$ cat src/rtl/reorder_buffer.sv
// rtl/reorder_buffer.sv - circular in-order retirement buffer for the Tomasulo core
module reorder_buffer #(
  parameter int ROB_SIZE  = 16,
  parameter int ROB_IDX_W = 4,
  parameter int DATA_W    = 32,
  parameter int REG_IDX_W = 5
) (
  input  logic                 clk,
  input  logic                 rst,
  input  logic                 rdy,
  input  logic                 issue_valid,
  input  logic [REG_IDX_W-1:0] issue_rd,
  input  logic                 issue_is_branch,
  input  logic                 issue_pred_taken,
  output logic                 rob_full,
  output logic [ROB_IDX_W-1:0] issue_tag,
  input  logic                 cdb_valid,
  input  logic [ROB_IDX_W-1:0] cdb_tag,
  input  logic [DATA_W-1:0]    cdb_value,
  input  logic                 cdb_taken,
  input  logic [DATA_W-1:0]    cdb_target,
  input  logic [ROB_IDX_W-1:0] query_tag1,
  output logic                 query_ready1,
  output logic [DATA_W-1:0]    query_value1,
  input  logic [ROB_IDX_W-1:0] query_tag2,
  output logic                 query_ready2,
  output logic [DATA_W-1:0]    query_value2,
  output logic                 commit_valid,
  output logic [REG_IDX_W-1:0] updated_index,
  output logic [DATA_W-1:0]    updated_value,
  output logic [ROB_IDX_W-1:0] commit_tag,
  output logic                 jump_wrong,
  output logic [DATA_W-1:0]    jump_target
);

  localparam logic [ROB_IDX_W:0] FULL_COUNT = (ROB_IDX_W+1)'(ROB_SIZE);

  logic [ROB_SIZE-1:0]  busy;
  logic [ROB_SIZE-1:0]  ready;
  logic [ROB_SIZE-1:0]  br_mem;
  logic [ROB_SIZE-1:0]  pred_mem;
  logic [ROB_SIZE-1:0]  taken_mem;
  logic [REG_IDX_W-1:0] rd_mem     [ROB_SIZE];
  logic [DATA_W-1:0]    value_mem  [ROB_SIZE];
  logic [DATA_W-1:0]    target_mem [ROB_SIZE];

  logic [ROB_IDX_W-1:0] head;
  logic [ROB_IDX_W-1:0] tail;
  logic [ROB_IDX_W:0]   count;

  logic issue_fire;
  logic retire_fire;
  logic mispredict;
  logic cdb_hit;

  assign rob_full    = (count == FULL_COUNT);
  assign issue_tag   = tail;
  assign issue_fire  = rdy && issue_valid && !rob_full;
  // Retirement looks only at registered ready, so a same-cycle CDB write waits one cycle.
  assign retire_fire = rdy && busy[head] && ready[head];
  assign mispredict  = retire_fire && br_mem[head] && (taken_mem[head] != pred_mem[head]);
  assign cdb_hit     = cdb_valid && busy[cdb_tag];

  always_ff @(posedge clk or posedge rst) begin
    if (rst) begin
      busy          <= '0;
      ready         <= '0;
      head          <= '0;
      tail          <= '0;
      count         <= '0;
      commit_valid  <= 1'b0;
      updated_index <= '0;
      updated_value <= '0;
      commit_tag    <= '0;
      jump_wrong    <= 1'b0;
      jump_target   <= '0;
    end else if (!rdy) begin
      commit_valid <= 1'b0;
      jump_wrong   <= 1'b0;
    end else begin
      commit_valid <= retire_fire && (rd_mem[head] != '0);
      jump_wrong   <= mispredict;
      if (retire_fire) begin
        updated_index <= rd_mem[head];
        updated_value <= value_mem[head];
        commit_tag    <= head;
      end
      if (mispredict) begin
        // Everything younger than the branch is speculative: drop it, including any issue this cycle.
        jump_target <= target_mem[head];
        busy        <= '0;
        ready       <= '0;
        head        <= '0;
        tail        <= '0;
        count       <= '0;
      end else begin
        if (cdb_hit) begin
          ready[cdb_tag] <= 1'b1;
        end
        if (retire_fire) begin
          busy[head] <= 1'b0;
          head       <= head + ROB_IDX_W'(1);
        end
        if (issue_fire) begin
          busy[tail]  <= 1'b1;
          ready[tail] <= 1'b0;
          tail        <= tail + ROB_IDX_W'(1);
        end
        count <= count + (ROB_IDX_W+1)'(issue_fire) - (ROB_IDX_W+1)'(retire_fire);
      end
    end
  end

  // Payload storage needs no reset; busy/ready gate every use of it.
  always_ff @(posedge clk) begin
    if (rdy) begin
      if (issue_fire) begin
        rd_mem[tail]   <= issue_rd;
        br_mem[tail]   <= issue_is_branch;
        pred_mem[tail] <= issue_pred_taken;
      end
      if (cdb_hit) begin
        value_mem[cdb_tag]  <= cdb_value;
        taken_mem[cdb_tag]  <= cdb_taken;
        target_mem[cdb_tag] <= cdb_target;
      end
    end
  end

  function automatic logic [DATA_W:0] lookup(input logic [ROB_IDX_W-1:0] tag);
    if (cdb_valid && cdb_tag == tag) begin
      return {1'b1, cdb_value};
    end else if (busy[tag] && ready[tag]) begin
      return {1'b1, value_mem[tag]};
    end else begin
      return '0;
    end
  endfunction

  assign {query_ready1, query_value1} = lookup(query_tag1);
  assign {query_ready2, query_value2} = lookup(query_tag2);

endmodule
$ cat config.mk
export PLATFORM = sky130hd
export DESIGN_NAME = reorder_buffer
export DESIGN_NICKNAME = d
export VERILOG_FILES = /design/src/rtl/reorder_buffer.sv
export SDC_FILE = /design/constraint.sdc
export NUM_CORES = 2
export LEC_CHECK = 0
export BUFFER_PORTS_ARGS = -buffer_cell sky130_fd_sc_hd__buf_2
export CORE_UTILIZATION = 45
export DETAILED_ROUTE_END_ITERATION = 10
export GPL_ROUTABILITY_DRIVEN = 0
export PLACE_DENSITY = 0.65
export SYNTH_ARGS = -nofsm -noshare
export SYNTH_HDL_FRONTEND = slang
export SYNTH_SLANG_ARGS = --single-unit
$ cat constraint.sdc
create_clock -name clk -period 16.9 [get_ports clk]
set_input_delay 1.69 -clock clk [delete_from_list [all_inputs] [get_ports clk]]
set_output_delay 1.69 -clock clk [all_outputs]
set_load 0.05 [all_outputs]
**Yosys cells after proc, flatten, opt, wreduce, memory -nomap -nowiden**

Memory sizes are Yosys's and may differ from the RTL's. A register that Yosys moved wholly into a read port is not among the register bits.
Index checks and enable logic that the tools add are counted.

- Bits in writable memories: 1,104
- Word-level logic and storage cells: 118
- Memories: 3
- Bits in registers: 104

Memories:

| memory | words | width | read ports | clocked after Yosys merged registers in | write ports | RTL line | source |
|---|---|---|---|---|---|---|---|
| target_mem | 16 | 32 | 1 | 1 | 1 | 45 | `logic [DATA_W-1:0] target_mem [ROB_SIZE];` |
| value_mem | 16 | 32 | 3 | 1 | 1 | 44 | `logic [DATA_W-1:0] value_mem [ROB_SIZE];` |
| rd_mem | 16 | 5 | 1 | 0 | 1 | 43 | `logic [REG_IDX_W-1:0] rd_mem [ROB_SIZE];` |

- Bitwise operators: 6
- $add $sub $neg: 4
- Muxes and demuxes: 56
- Reduce and logical (&&, ||, !) cells: 25
- Order comparisons: 8
- Equality and inequality tests: 4

Operator list:

| operator | count |
|---|---|
| two-way mux 16 bit | 10 |
| two-way mux 33 bit | 4 |
| bitwise mux 16 bit | 3 |
| binary-select mux 1 bit (select 4 bit) | 10 |
| AND 16 bit | 2 |
| inverter 16 bit | 2 |
| OR 16 bit | 2 |
| less-than comparator 4 x 5 -> 1 bit (second input constant) | 5 |
| two-way mux 1 bit | 21 |
| two-way mux 4 bit | 4 |
| logical AND 1 bit | 15 |
| demux 1 bit (select 4 bit) | 3 |
| greater-or-equal comparator 4 x 1 -> 1 bit (second input constant) | 3 |
| AND reduction 2 bit | 6 |
| adder 4 x 1 -> 4 bit (second input constant) | 2 |
| == test 4 bit | 2 |
| adder 5 x 1 -> 5 bit | 1 |
| == test 5 bit (second input constant) | 1 |
| two-way mux 5 bit | 1 |
| nonzero test 5 bit | 1 |
| subtractor 5 x 1 -> 5 bit | 1 |
| nonzero test 2 bit | 2 |
| logical NOT 1 bit | 1 |
| inequality test 1 bit | 1 |

**Logic depth before layout (Yosys ltp)**

- Depth after elaboration: 12
- Gate-level depth with buffers: 19
- Gate-level depth less buffers: 16

**Worst setup path before layout**

No wires, ideal clock.

- Path kind: input to register
- Start: input cdb_tag[0]
- End: register taken_mem[12], enable pin
- Stages on the path: 4
- Required time: 16.330 ns
- Library setup time: 0.570 ns
- Arrival time: 6.878 ns
- Setup slack: 9.452 ns
- Path through: clkbuf_1 > mux4_2 > nand3_1 > nor3_1

- Word-level cells in the longest chain between the ends: 4

Ends and longest elaborated chain:

| what | RTL line | source |
|---|---|---|
| start: declaration | 18 | `input logic [ROB_IDX_W-1:0] cdb_tag,` |
| binary-select mux 1 bit (select 4 bit) | 62 | `assign cdb_hit = cdb_valid && busy[cdb_tag];` |
| two-way mux 1 bit (implied by the code) | 62 |  |
| logical AND 1 bit | 62 |  |
| AND reduction 2 bit (no source line) | - |  |
| end signal: indexed assignment | 124 | `taken_mem[cdb_tag] <= cdb_taken;` |
| end: declaration | 42 | `logic [ROB_SIZE-1:0] taken_mem;` |

Every way passes these cells. The select of a mux whose other input is x is not followed.
A chain may end at the register's enable or synchronous reset.

**Final worst setup path**

- Start: input query_tag1[1]
- End: output query_value1[6]

- Word-level cells in the longest chain between the ends: 5

Ends and longest elaborated chain:

| what | RTL line | source |
|---|---|---|
| start: declaration | 22 | `input logic [ROB_IDX_W-1:0] query_tag1,` |
| binary-select mux 1 bit (select 4 bit) | 133 | `end else if (busy[tag] && ready[tag]) begin` |
| two-way mux 1 bit (implied by the code) | 133 |  |
| logical AND 1 bit | 133 |  |
| two-way mux 33 bit | 133 |  |
| two-way mux 33 bit (*) | 131 | `if (cdb_valid && cdb_tag == tag) begin` |
| end: declaration | 24 | `output logic [DATA_W-1:0] query_value1,` |

Every way passes the cells marked *; elsewhere a longest branch is shown, timed or not. The select of a mux whose other input is x is not followed.

==> results.yml <==
outcome:
  status: "complete, no violations"
drt:
  routed-wl-met3_mm: 13.29
  top_layer: "met5"
  wl_met2_mm: 75.70
  drt.antenna.violating_nets: 0
  detail_route.wl_per_cell_um: 32.49
  dr.pass1.iters: 5
  drc: 0
  drt_iter0_markers: 3506
  vias: 30350
  viasPerCell: 6.432
  wl_met1_mm: 60.24
  wirelength_mm: 153.3
cells_and_area:
  finalNonFillerCells: 4718
  layout-drive-gt1-share: 0.4198
  area_delta_synth_final_pct: 13.10
  finalCoreUtilization: 0.5156
  final_nets: 3057
timing:
  relSlewSlack: 0.1876
  fin_crit_sh: 0.4445
  hold_violations: 0
  post-route-min-period_ns: 7.512
  finalSetupViolations: 0
  skew_ns: 0.02300
  worst_pin_slew_ns: 1.219
  report.final.slew_viol_count: 0
  fin_tns_setup_ns: 0
  clock.fmax_ghz: 0.1331
  rsz0062_at_grt: "false"
worst_setup_path:
  end_kind: "primary output"
  worstPathArrival_ns: 5.82
  crit_type: "primary input to primary output"
  crit_required_ns: 15.21
  crit_path_start_kind: "primary input"
  cp_max_fo: 81
cts:
  cts_sinks: 1272
  h-tree-depth: 4
  cts_setup_buffers: 0
  root_buffer: "clkbuf_16"
  ctsHoldBuffers: 0
  clockBufferDepth: 3
  cts_tree: "yes"
  cts.clk_slew.worst_paths_ns: 0.06
  cts_buffers: 137
  clk_latency_ns: 0.77
  cts.repair.resized: 0
global_route:
  grt_pass1_vias: 31630
  grt_antenna_before_repair: 18
  grtUsageTotal: 0.2395
  grt-ovfl-total: 0
  grt_first_pass_wirelength_mm: 223.7
  grt_start_max_net_pins: 134
floorplanning:
  dieArea_um2: 129300
  core_um2: 126200
  die_y_um: 359.6
  rows: 130
  initial_core_util: 0.4558
  die_x_um: 359.6
  ioPinCount: 235
placed_design:
  portBuffers: 234
  place_inst: 4464
  dp_hpwl_mm: 84.54
synthesis:
  ys_seq_elements: 1272
  yosys_warnings: 0
  yosys.area.top_type_share: 0.6012
  seq_area_frac_synth: 0.6534
  synth_area_per_cell_um2: 21.23
  syn_inst: 2710
  synth_area_um2: 57540
  ys_types: 44
  yosysTopAreaCell: "edfxtp_1"
  synthTopCellsByArea: "edfxtp_1 60%, mux4_2 26%, dfrtp_1 5.2%"
  synthesis.nets: 2814
pwr:
  power_mw: 8.312
  power_per_cell_area_nw_per_um2: 127.7
  power_leakage_nw: 21.73
  max-vdd-ir-drop_mv: 0.1398
hold_path:
  hold_class: "flop to flop"
job:
  drv_cap: 0
[state kept, by name, indices dropped and copies added, names as in the netlist, 4 cells and up]
register	flops
busy	16
br_mem	16
updated_index	5
head	4
ready	16
taken_mem	16
commit_tag	4
rd_mem	80
value_mem	512
pred_mem	16
updated_value	32
issue_tag	4
target_mem	512
count	5
jump_target	32
[cells in the mapped netlist (all sizes together)]
| cell type | n |
|---|---|
| edfxtp | 1152 |
| mux4 | 700 |
| buf | 124 |
| dfrtp | 120 |
| nand2 | 101 |
| inv | 99 |
| o21ai | 81 |
| mux2 | 73 |
| clkbuf | 69 |
| nor2 | 46 |
| a21oi | 21 |
| nand3 | 20 |
| ha | 14 |
| nor3 | 10 |
| xor2 | 10 |
| a21bo | 8 |
| mux2i | 6 |
| nand2b | 6 |
| o22ai | 6 |
| and3 | 5 |
| nor2b | 5 |
| xnor2 | 5 |
| a22oi | 4 |
| o31ai | 4 |
| nor4 | 3 |
| and2 | 2 |
| nand3b | 2 |
| o21a | 2 |
| or2 | 2 |
| a21o | 1 |
| and2b | 1 |
| and4b | 1 |
| fa | 1 |
| nand4 | 1 |
| nand4b | 1 |
| o2111a | 1 |
| o21bai | 1 |
| o311a | 1 |
| or4 | 1 |
[where the power goes]
group / internal, mW / switching [mW]
sequential: 3.55 / 0.118
combinational: 0.753 / 0.916
clock: 1.73 / 1.25
[cell usage in the layout (no fill, tap or decap), drive strengths merged, types with 4 or more instances in the layout]
cell      synthesis  layout
xor2             10      10
inv              99     107
a22oi             4       4
o21ai            81      81
nor3             10      10
nand2           101     101
and3              5       5
clkinv            0      47
mux2i             6       6
buf             124     295
bufinv            0      11
xnor2             5       5
diode             0       5
nand2b            6       6
ha               14      14
nor2             46      46
nor2b             5       5
clkinvlp          0       4
dfrtp           120     120
o31ai             4       4
clkbuf           69     181
nand3            20      20
mux2             73      73
edfxtp         1152    1152
o22ai             6       6
a21oi            21      21
mux4            700     700
a21bo             8       8
[worst max-delay path: stages]
cell and delay [ns]:
buf_6 0.61, buf_4 0.84, xnor2_1 0.19, nand2_1 0.08
nor4_2 0.15, buf_4 0.59, or2_2 0.44, buf_4 0.50
o21ai_0 0.21, buf_2 0.25
[metrics by stage]
stage                     hold WS, ns  setup slack [ns]  cell area [µm²]
after floorplan                0.5176             9.452            57540
after global placement         0.4853             9.419            60590
after detailed placement       0.4909             9.375            60590
after CTS                      0.5043             9.352            65060
after global routing           0.5231             9.213            65070
final                          0.5030             9.388            65070
[kinds of logic (layout without fill, tap and decap cells)]
logic type	Yosys count	after routing	share of synthesized area
AO/OA/AOI/OAI	130	130	0.01285
XOR/XNOR	15	15	0.002283
adder cells (fa/ha/maj)	15	15	0.003392
buffers and inverters	292	645	0.02155
flip-flops	1272	1272	0.6534
multiplexers	779	779	0.2908
other	0	5	0
AND/OR/NAND/NOR	207	207	0.01568
[layout make-up]
cell class / instances / area, µm²
Fill cell: 9792 / 61150
Multi-Input combinational cell: 1146 / 18840
Timing Repair Buffer: 297 / 1704
Clock buffer: 179 / 3716
Inverter: 99 / 381.6
Clock inverter: 70 / 750.7
Sequential cell: 1272 / 37610
Tap cell: 1650 / 2064
Antenna cell: 5 / 12.51
[final timing paths]
| path | start | to | slack, ns | cells past startpoint |
|---|---|---|---|---|
| setup reg to reg | head[1] | count[4] | 10.79 | 17 |
| max in group asynchronous | rst | head[1] | 13.91 | 4 |
| hold / removal | jump_target[29] | jump_target[29] | 0.50 | 1 |
| min in group asynchronous | rst | jump_target[20] | 0.94 | 2 |
| setup / recovery | query_tag1[1] | query_value1[6] | 9.39 | 10 |
| hold reg to reg | jump_target[29] | jump_target[29] | 0.50 | 1 |
[metal layers]
layer,track usage,up-vias
li1,-,12100
met1,0.3246,16390
met2,0.3869,1545
met3,0.05719,300
met4,0.07131,10
met5,0,-
Note: power is estimated with default switching activity, not from simulation.
